==> config.mk <==
export PLATFORM = sky130hd
export DESIGN_NAME = oam_dma_bus_flat
export DESIGN_NICKNAME = d
export VERILOG_FILES = /design/src/rtl/oam_dma_bus_pkg.sv /design/src/rtl/oam_dma_bus_if.sv /design/src/rtl/oam_dma_bus_hram.sv /design/src/rtl/oam_dma_bus.sv /design/src/flat_wrapper.sv
export SDC_FILE = /design/constraint.sdc
export NUM_CORES = 1
export LEC_CHECK = 0
export CORE_ASPECT_RATIO = 0.7
export CORE_MARGIN = 4
export CORE_UTILIZATION = 33
export CTS_BUF_LIST = sky130_fd_sc_hd__clkbuf_16
export CTS_CLUSTER_DIAMETER = 30
export DETAILED_ROUTE_END_ITERATION = 8
export GPL_TIMING_DRIVEN = 0
export HOLD_SLACK_MARGIN = 0.15
export PLACE_DENSITY = 0.58
export SKIP_LAST_GASP = 1
export SLEW_MARGIN = 20
export SYNTH_ARGS = -nofsm -noshare
export SYNTH_HDL_FRONTEND = slang
export SYNTH_SLANG_ARGS = --single-unit
==> constraint.sdc <==
create_clock -name clk -period 2.7 [get_ports clk]
set_input_delay 0.405 -clock clk [delete_from_list [all_inputs] [get_ports clk]]
set_output_delay 0.405 -clock clk [all_outputs]
set_load 0.01 [all_outputs]
==> src/rtl/oam_dma_bus_pkg.sv <==
// -----------------------------------------------------------------------------
// oam_dma_bus_pkg
// Shared types and constants for the OAM DMA bus stage that sits between the
// sm83 core memory port and the system memory port.
//   addr_t / data_t : 16-bit address and 8-bit data used on every bus port
//   dma_state_t     : DMA engine state (IDLE / START / XFER)
//   HRAM_BASE/TOP   : inclusive address window of the 127-byte HRAM
// -----------------------------------------------------------------------------
package oam_dma_bus_pkg;

  typedef logic [15:0] addr_t;
  typedef logic [7:0]  data_t;

  typedef enum logic [1:0] {
    IDLE  = 2'd0,
    START = 2'd1,
    XFER  = 2'd2
  } dma_state_t;

  localparam addr_t HRAM_BASE = 16'hFF80;
  localparam addr_t HRAM_TOP  = 16'hFFFE;

  // True when the address falls inside the HRAM window (0xFF80..0xFFFE).
  function automatic logic is_hram(input addr_t a);
    return (a >= HRAM_BASE) && (a <= HRAM_TOP);
  endfunction

  // Sources in the echo region (0xE0xx and up) are folded back onto WRAM.
  function automatic data_t eff_src(input data_t s);
    return (s >= 8'hE0) ? data_t'(s - 8'h20) : s;
  endfunction

endpackage

==> src/rtl/oam_dma_bus_if.sv <==
// -----------------------------------------------------------------------------
// oam_dma_bus_if
// Byte-wide memory port with separate read and write addresses.
//   r_addr : read address (combinational read)
//   r_data : read data returned for r_addr
//   w_addr : write address
//   w_data : write data
//   w_wen  : write enable, sampled at the rising clock edge
// The master drives addresses and write data; the slave returns read data.
// -----------------------------------------------------------------------------
interface oam_dma_bus_if;
  import oam_dma_bus_pkg::*;

  addr_t r_addr;
  data_t r_data;
  addr_t w_addr;
  data_t w_data;
  logic  w_wen;

  modport master (
    output r_addr,
    output w_addr,
    output w_data,
    output w_wen,
    input  r_data
  );

  modport slave (
    input  r_addr,
    input  w_addr,
    input  w_data,
    input  w_wen,
    output r_data
  );

endinterface

==> src/rtl/oam_dma_bus_hram.sv <==
// -----------------------------------------------------------------------------
// oam_dma_bus_hram
// 127 x 8 high RAM: synchronous write, asynchronous read. Contents are not
// reset. A read of the address being written in the same cycle returns the
// old contents.
//   clk   : clock
//   we    : write enable
//   waddr : write index (0..126)
//   wdata : write data
//   raddr : read index (0..126)
//   rdata : read data, combinational from raddr
// -----------------------------------------------------------------------------
module oam_dma_bus_hram
  import oam_dma_bus_pkg::*;
(
  input  logic       clk,
  input  logic       we,
  input  logic [6:0] waddr,
  input  data_t      wdata,
  input  logic [6:0] raddr,
  output data_t      rdata
);

  data_t mem [0:126];

  always_ff @(posedge clk) begin
    if (we) begin
      mem[waddr] <= wdata;
    end
  end

  assign rdata = mem[raddr];

endmodule

==> src/rtl/oam_dma_bus.sv <==
// -----------------------------------------------------------------------------
// oam_dma_bus
// Bus stage directly downstream of the sm83 core. Owns the DMA source
// register, the HRAM and the OAM DMA engine that copies DMA_LEN bytes from
// {src,8'h00} to OAM_BASE, one byte per clock. While bytes are being copied
// the core is fenced off the main bus (reads return 8'hFF, writes dropped).
//   clk        : clock
//   rst_n      : asynchronous active-low reset
//   cpu        : core-side port (slave modport)
//   mem        : system memory port (master modport)
//   dma_active : high during transfer cycles only
// -----------------------------------------------------------------------------
module oam_dma_bus
  import oam_dma_bus_pkg::*;
#(
  parameter int    START_DELAY  = 1,
  parameter int    DMA_LEN      = 160,
  parameter addr_t OAM_BASE     = 16'hFE00,
  parameter addr_t DMA_REG_ADDR = 16'hFF46
) (
  input  logic                clk,
  input  logic                rst_n,
  oam_dma_bus_if.slave        cpu,
  oam_dma_bus_if.master       mem,
  output logic                dma_active
);

  localparam logic [7:0] LAST_IDX = 8'(DMA_LEN - 1);
  localparam logic [3:0] DLY_INIT = 4'(START_DELAY);

  dma_state_t state, state_n;
  data_t      src_reg, src_n;
  logic [7:0] idx, idx_n;
  logic [3:0] dly, dly_n;

  logic  xfer;
  logic  dma_wr;
  logic  hram_wr;
  logic  main_wr;
  data_t hram_rdata;

  // Write decode: each core write goes to exactly one of HRAM, DMAREG, MAIN.
  assign dma_wr  = cpu.w_wen && (cpu.w_addr == DMA_REG_ADDR);
  assign hram_wr = cpu.w_wen && is_hram(cpu.w_addr);
  assign main_wr = cpu.w_wen && !is_hram(cpu.w_addr) && (cpu.w_addr != DMA_REG_ADDR);

  assign xfer = (state == XFER);

  // HRAM stays reachable for the core during DMA.
  oam_dma_bus_hram u_hram (
    .clk   (clk),
    .we    (hram_wr),
    .waddr (cpu.w_addr[6:0]),
    .wdata (cpu.w_data),
    .raddr (cpu.r_addr[6:0]),
    .rdata (hram_rdata)
  );

  // State register
  always_ff @(posedge clk or negedge rst_n) begin
    if (!rst_n) begin
      state   <= IDLE;
      src_reg <= 8'hFF;
      idx     <= '0;
      dly     <= '0;
    end else begin
      state   <= state_n;
      src_reg <= src_n;
      idx     <= idx_n;
      dly     <= dly_n;
    end
  end

  // Next-state logic
  always_comb begin
    state_n = state;
    src_n   = src_reg;
    idx_n   = idx;
    dly_n   = dly;
    case (state)
      IDLE: begin
      end
      START: begin
        // dly was loaded with START_DELAY on the register write, so this
        // state lasts exactly START_DELAY clocks.
        if (dly <= 4'd1) begin
          state_n = XFER;
          dly_n   = '0;
          idx_n   = '0;
        end else begin
          dly_n = dly - 4'd1;
        end
      end
      XFER: begin
        if (idx == LAST_IDX) begin
          state_n = IDLE;
          idx_n   = '0;
        end else begin
          idx_n = idx + 8'd1;
        end
      end
      default: begin
        state_n = IDLE;
      end
    endcase
    // A register write restarts from any state and beats the return to IDLE
    // on the last byte; the byte on the bus this cycle still gets written.
    if (dma_wr) begin
      state_n = START;
      src_n   = cpu.w_data;
      idx_n   = '0;
      dly_n   = DLY_INIT;
    end
  end

  // Outputs: memory address mux
  always_comb begin
    mem.r_addr = cpu.r_addr;
    mem.w_addr = cpu.w_addr;
    if (xfer) begin
      mem.r_addr = {eff_src(src_reg), idx};
      mem.w_addr = OAM_BASE + {8'h00, idx};
    end
  end

  // Outputs: write data / enable. Reset gates the forwarded enable so the
  // memory port is quiet for the whole time rst_n is low.
  always_comb begin
    mem.w_data = cpu.w_data;
    mem.w_wen  = main_wr && rst_n;
    if (xfer) begin
      mem.w_data = mem.r_data;
      mem.w_wen  = 1'b1;
    end
  end

  // Outputs: core read mux. During a transfer mem.r_data belongs to the DMA
  // source address, so MAIN reads are masked to 8'hFF.
  always_comb begin
    if (is_hram(cpu.r_addr)) begin
      cpu.r_data = hram_rdata;
    end else if (cpu.r_addr == DMA_REG_ADDR) begin
      cpu.r_data = src_reg;
    end else if (xfer) begin
      cpu.r_data = 8'hFF;
    end else begin
      cpu.r_data = mem.r_data;
    end
  end

  assign dma_active = xfer;

endmodule

==> src/flat_wrapper.sv <==
// flat-port wrapper written by rule: the top's interface ports become plain ports
module oam_dma_bus_flat import oam_dma_bus_pkg::*;
#(
  parameter int    START_DELAY  = 1,
  parameter int    DMA_LEN      = 160,
  parameter addr_t OAM_BASE     = 16'hFE00,
  parameter addr_t DMA_REG_ADDR = 16'hFF46
)
  (clk, rst_n, dma_active, cpu_r_addr, cpu_w_addr, cpu_w_data, cpu_w_wen, cpu_r_data, mem_r_addr, mem_w_addr, mem_w_data, mem_w_wen, mem_r_data);
  oam_dma_bus_if cpu_i ();
  oam_dma_bus_if mem_i ();
  input  logic clk;
  input  logic rst_n;
  output logic dma_active;
  input wire logic [$bits(cpu_i.r_addr)-1:0] cpu_r_addr;
  input wire logic [$bits(cpu_i.w_addr)-1:0] cpu_w_addr;
  input wire logic [$bits(cpu_i.w_data)-1:0] cpu_w_data;
  input wire logic [$bits(cpu_i.w_wen)-1:0] cpu_w_wen;
  output wire logic [$bits(cpu_i.r_data)-1:0] cpu_r_data;
  output wire logic [$bits(mem_i.r_addr)-1:0] mem_r_addr;
  output wire logic [$bits(mem_i.w_addr)-1:0] mem_w_addr;
  output wire logic [$bits(mem_i.w_data)-1:0] mem_w_data;
  output wire logic [$bits(mem_i.w_wen)-1:0] mem_w_wen;
  input wire logic [$bits(mem_i.r_data)-1:0] mem_r_data;
  assign cpu_i.r_addr = cpu_r_addr;
  assign cpu_i.w_addr = cpu_w_addr;
  assign cpu_i.w_data = cpu_w_data;
  assign cpu_i.w_wen = cpu_w_wen;
  assign cpu_r_data = cpu_i.r_data;
  assign mem_r_addr = mem_i.r_addr;
  assign mem_w_addr = mem_i.w_addr;
  assign mem_w_data = mem_i.w_data;
  assign mem_w_wen = mem_i.w_wen;
  assign mem_i.r_data = mem_r_data;
  oam_dma_bus #(.START_DELAY(START_DELAY), .DMA_LEN(DMA_LEN), .OAM_BASE(OAM_BASE), .DMA_REG_ADDR(DMA_REG_ADDR)) u_core (.clk(clk), .rst_n(rst_n), .cpu(cpu_i), .mem(mem_i), .dma_active(dma_active));
endmodule
==> results_dict.tcl <==
set metrics [dict create \
    synthArstFlopShare_pct 2.12 \
    fin_setup_tns_ns -7.82 \
    synth_edf_count 1016 \
    min_path_cells 2 \
    required_ns 2.30 \
    ant_nets 0 \
    gp_congestion 0.954 \
    yosys_warnings 0 \
    initial_core_util_pct 33.3 \
    crit_family "multiplexers" \
    hold_viol 0 \
    cp-start-kind "flop" \
    hold_path_end "u_core.src_reg[6]" \
    pin_count 101 \
    coreArea_mm2 0.124 \
    grt.total_usage_pct 20.3 \
    drc 0 \
    regToRegSetupSlack_ns 0.51 \
    power.internal_mw 30.0 \
    leakage_nw 17.2 \
    nNetsFinal 2446 \
    layout_min_cycle_time_ns 3.68 \
    grt_pass1_vias 23100 \
    clock_skew_ns 0.0109 \
    area_delta_synth_final_pct 28.5 \
    clockPowerShare_pct 47.9 \
    r2r-end "u_core.idx[2]" \
    setup_viol 66 \
    grt_max_degree 108 \
    cts_made_buffers 138 \
    wl_per_cell_um 32.6 \
    p_sw_mw 8.94 \
    finalMaxSlewViolations 0 \
    reg2reg_from "u_core.dly[0]" \
    endpoint_kind "output port" \
    cts_sinks 1038 \
    power_mw 39.0 \
    status "finished with violations" \
    drive_gt1_share_pct 38.7 \
    grt_first_pass_wirelength_um 185000 \
    worstMarginPinSlew_ns 1.18 \
    crit_type "flop to output port" \
    first_iter_violations 3998 \
    timing.final.crit_share_pct 136 \
    firstDrtPassIters 7 \
    synthCells 2042 \
    clk_path_buf_depth 3 \
    route.vias.total 23900 \
    fp-row-count 108 \
    insertion_delay_ns 0.74 \
    power.density_mw_per_mm2 732 \
    cts_tree "yes" \
    clockRootBuffer "clkbuf_16" \
    swShare_pct 23.0 \
    seq_power_share_pct 45.4 \
    setup_slack_ns -0.975 \
    antenna_found_initial 12 \
    crit_arrival_ns 3.27 \
    ys.flop_type "edfxtp_1" \
    syn_avg_cell_area_um2 20.3 \
    die_h_um 305 \
    rsz0062_at_grt "yes" \
    slowest_stage "mux4_2" \
    worstPathCellList "mux4_2 -> mux4_2 -> o211ai_1 -> o21ai_1 -> o31a_1 -> buf_2" \
    p_comb_share_pct 6.7 \
    violations "negative setup slack" \
    ir_worst_vdd_mv 0.521 \
    max_clock_freq_ghz 0.272 \
    path_clk_slew_ns 0.06 \
    largest_register_ff_count 1016 \
    critPathMaxStageDelay_ns 0.62 \
    fill_cells 10600 \
    ys_types 62 \
    dp_hpwl_um 89600 \
    path_max_fanout 1 \
    syn_nets 2097 \
    crit_path_frequent_cell "mux4_2" \
    min_path_type "flop to flop" \
    portBuffers 90 \
    min_from "u_core.src_reg[6]" \
    r2r_cells 8 \
    grt_overflow_total 0 \
    dieArea_mm2 0.131 \
    crit_buf_inv 1 \
    synth_seq_area_share_pct 75.0 \
    vias_per_cell 5.74 \
    slew_headroom_pct 21.2 \
    wirelength_um 136000 \
    h-tree-depth 4 \
    syn-cell-area_mm2 0.0415 \
    die_w_um 432 \
    ys_ff_latch 1038 \
    maxCapViolCount 0 \
]
==> logic make-up after synthesis <==
| family | Yosys count | share of synthesized area [%] |
|---|---|---|
| muxes | 356 | 17.0 |
| buffers and inverters | 123 | 1.72 |
| and+or+nand+nor | 412 | 4.38 |
| AOI/OAI and AO/OA | 109 | 1.81 |
| DFF | 1038 | 75.0 |
| adders and majority gates | 4 | 0.121 |
==> cells in the final DEF, fill, tap and decap left out, types with 8 or more instances in the layout <==
cell | Yosys | final
edfxtp_1 | 1016 | 1016
mux4_2 | 278 | 278
clkbuf_16 | 0 | 146
nand2_1 | 133 | 121
nor2_4 | 0 | 93
buf_4 | 13 | 75
buf_12 | 1 | 51
nor2_1 | 170 | 49
mux2i_1 | 65 | 42
buf_16 | 0 | 39
clkdlybuf4s50_1 | 0 | 29
nor2_2 | 0 | 28
o21ai_0 | 30 | 26
dlygate4sd2_1 | 0 | 26
inv_1 | 10 | 23
nand3_1 | 24 | 20
buf_6 | 14 | 20
clkinv_2 | 0 | 20
bufinv_16 | 0 | 16
clkbuf_2 | 0 | 15
clkinv_1 | 0 | 15
inv_6 | 0 | 14
dfrtp_1 | 14 | 14
mux2i_4 | 0 | 13
clkbuf_1 | 41 | 12
nand2b_1 | 15 | 12
mux2_2 | 13 | 12
nor3_1 | 14 | 12
clkinv_4 | 0 | 12
buf_2 | 37 | 11
mux2i_2 | 0 | 10
clkinvlp_4 | 0 | 10
dlygate4sd3_1 | 0 | 10
nor2b_1 | 12 | 9
a21oi_1 | 12 | 8
dfstp_2 | 8 | 8
==> power groups by stage <==
stage	sequential, mW	clock [mW]	combinational (mW)
CTS	17.7	18.8	2.42
finish	17.7	18.7	2.60
global placement	18.1	0	1.99
floorplan	18.0	0	0.953
global route	17.7	19.6	2.65
detailed placement	18.0	0	2.07
==> final cells by class <==
type / instances / area [um^2] / share of cell area (%)
Timing Repair Buffer: 213 / 2420 / 4.54
Clock inverter: 113 / 1180 / 2.22
Inverter: 10 / 40.0 / 0.0752
Clock buffer: 142 / 3550 / 6.67
Multi-Input combinational cell: 881 / 11100 / 20.9
Sequential cell: 1038 / 31100 / 58.3
Antenna cell: 7 / 17.5 / 0.0329
Tap cell: 1650 / 2060 / 3.88
Buffer: 109 / 1800 / 3.38
==> worst reg2reg max path, delay by kind of cell, from the launching register on <==
family | cells | cell delay [ns]
AOI/OAI and AO/OA | 2 | 0.32
buffers and inverters | 1 | 0.08
and+or+nand+nor | 4 | 1.07
adders and majority gates | 1 | 0.17
DFF | 1 | 0.42
==> per-stage QoR <==
step	hold WS, ns	instances	util, %	instance area [um^2]	setup slack [ns]
floorplan	0.109	2042	-	41600	-0.0358
global placement	0.521	3782	35.9	44600	-3.38
detailed placement	0.526	3790	36.1	44800	-3.15
CTS	0.538	4118	42.0	52200	-0.977
global route	0.582	4157	42.8	53200	-0.993
finish	0.540	4163	42.8	53200	-0.975
==> repair_timing <==
action                                 4_1_cts  5_1_grt
endpoints found under the hold margin      265        0
hold buffers                                10        0
resized for setup                          565      152
setup buffers                               61       39
setup endpoints to repair                  959      951
cloned                                       3        2
pin swaps                                   22       26
==> synthesized netlist by cell type (3+ instances only) <==
cell,n,area (um^2)
and3_1,4,25.0
nor2b_1,12,75.1
nand2b_1,15,93.8
dfrtp_1,14,350
mux2_2,13,146
o31a_1,3,26.3
a22oi_1,10,75.1
o21ai_0,30,150
mux4_2,278,6260
buf_6,14,158
nor2_1,170,638
o221ai_1,4,35.0
or4_1,3,22.5
nor3b_1,6,45.0
a221oi_1,6,52.6
nand2_1,133,499
a21oi_1,12,60.1
a2111oi_0,4,35.0
clkbuf_1,41,154
mux2i_1,65,651
buf_8,3,45.0
a21o_1,5,37.5
dfstp_2,8,210
nor3_1,14,70.1
ha_1,4,50.1
edfxtp_1,1016,30500
nand3_1,24,120
buf_2,37,185
inv_1,10,37.5
buf_1,4,15.0
buf_4,13,97.6
and2_1,6,37.5
o211ai_1,6,45.0
and4_1,3,26.3
nor4_1,4,25.0
nand3b_1,4,30.0
nor4bb_1,3,30.0
a31oi_1,3,18.8
o22ai_1,6,37.5
nand4_1,5,31.3
==> how the worst max path moves through the flow <==
stage / from / depth (start not counted) / to
floorplan: cpu_r_addr[0] / 8 / cpu_r_data[5]
global placement: cpu_r_addr[2] / 10 / cpu_r_data[3]
detailed placement: cpu_r_addr[2] / 10 / cpu_r_data[6]
CTS: u_core.u_hram.mem[73][0] / 6 / cpu_r_data[0]
global route: u_core.u_hram.mem[75][0] / 6 / cpu_r_data[0]
finish: u_core.u_hram.mem[75][0] / 6 / cpu_r_data[0]
==> per-layer routing <==
metal | GRT usage [%] | vias to the layer above | share of wire (%)
met4 | 7.00 | 0 | 3.2
met3 | 6.34 | 259 | 13
met5 | 0 | - | 0
met1 | 30.1 | 12700 | 42
met2 | 28.2 | 1719 | 42
li1 | - | 9209 | -
No activity file was read; power rests on OpenSTA's default activity.
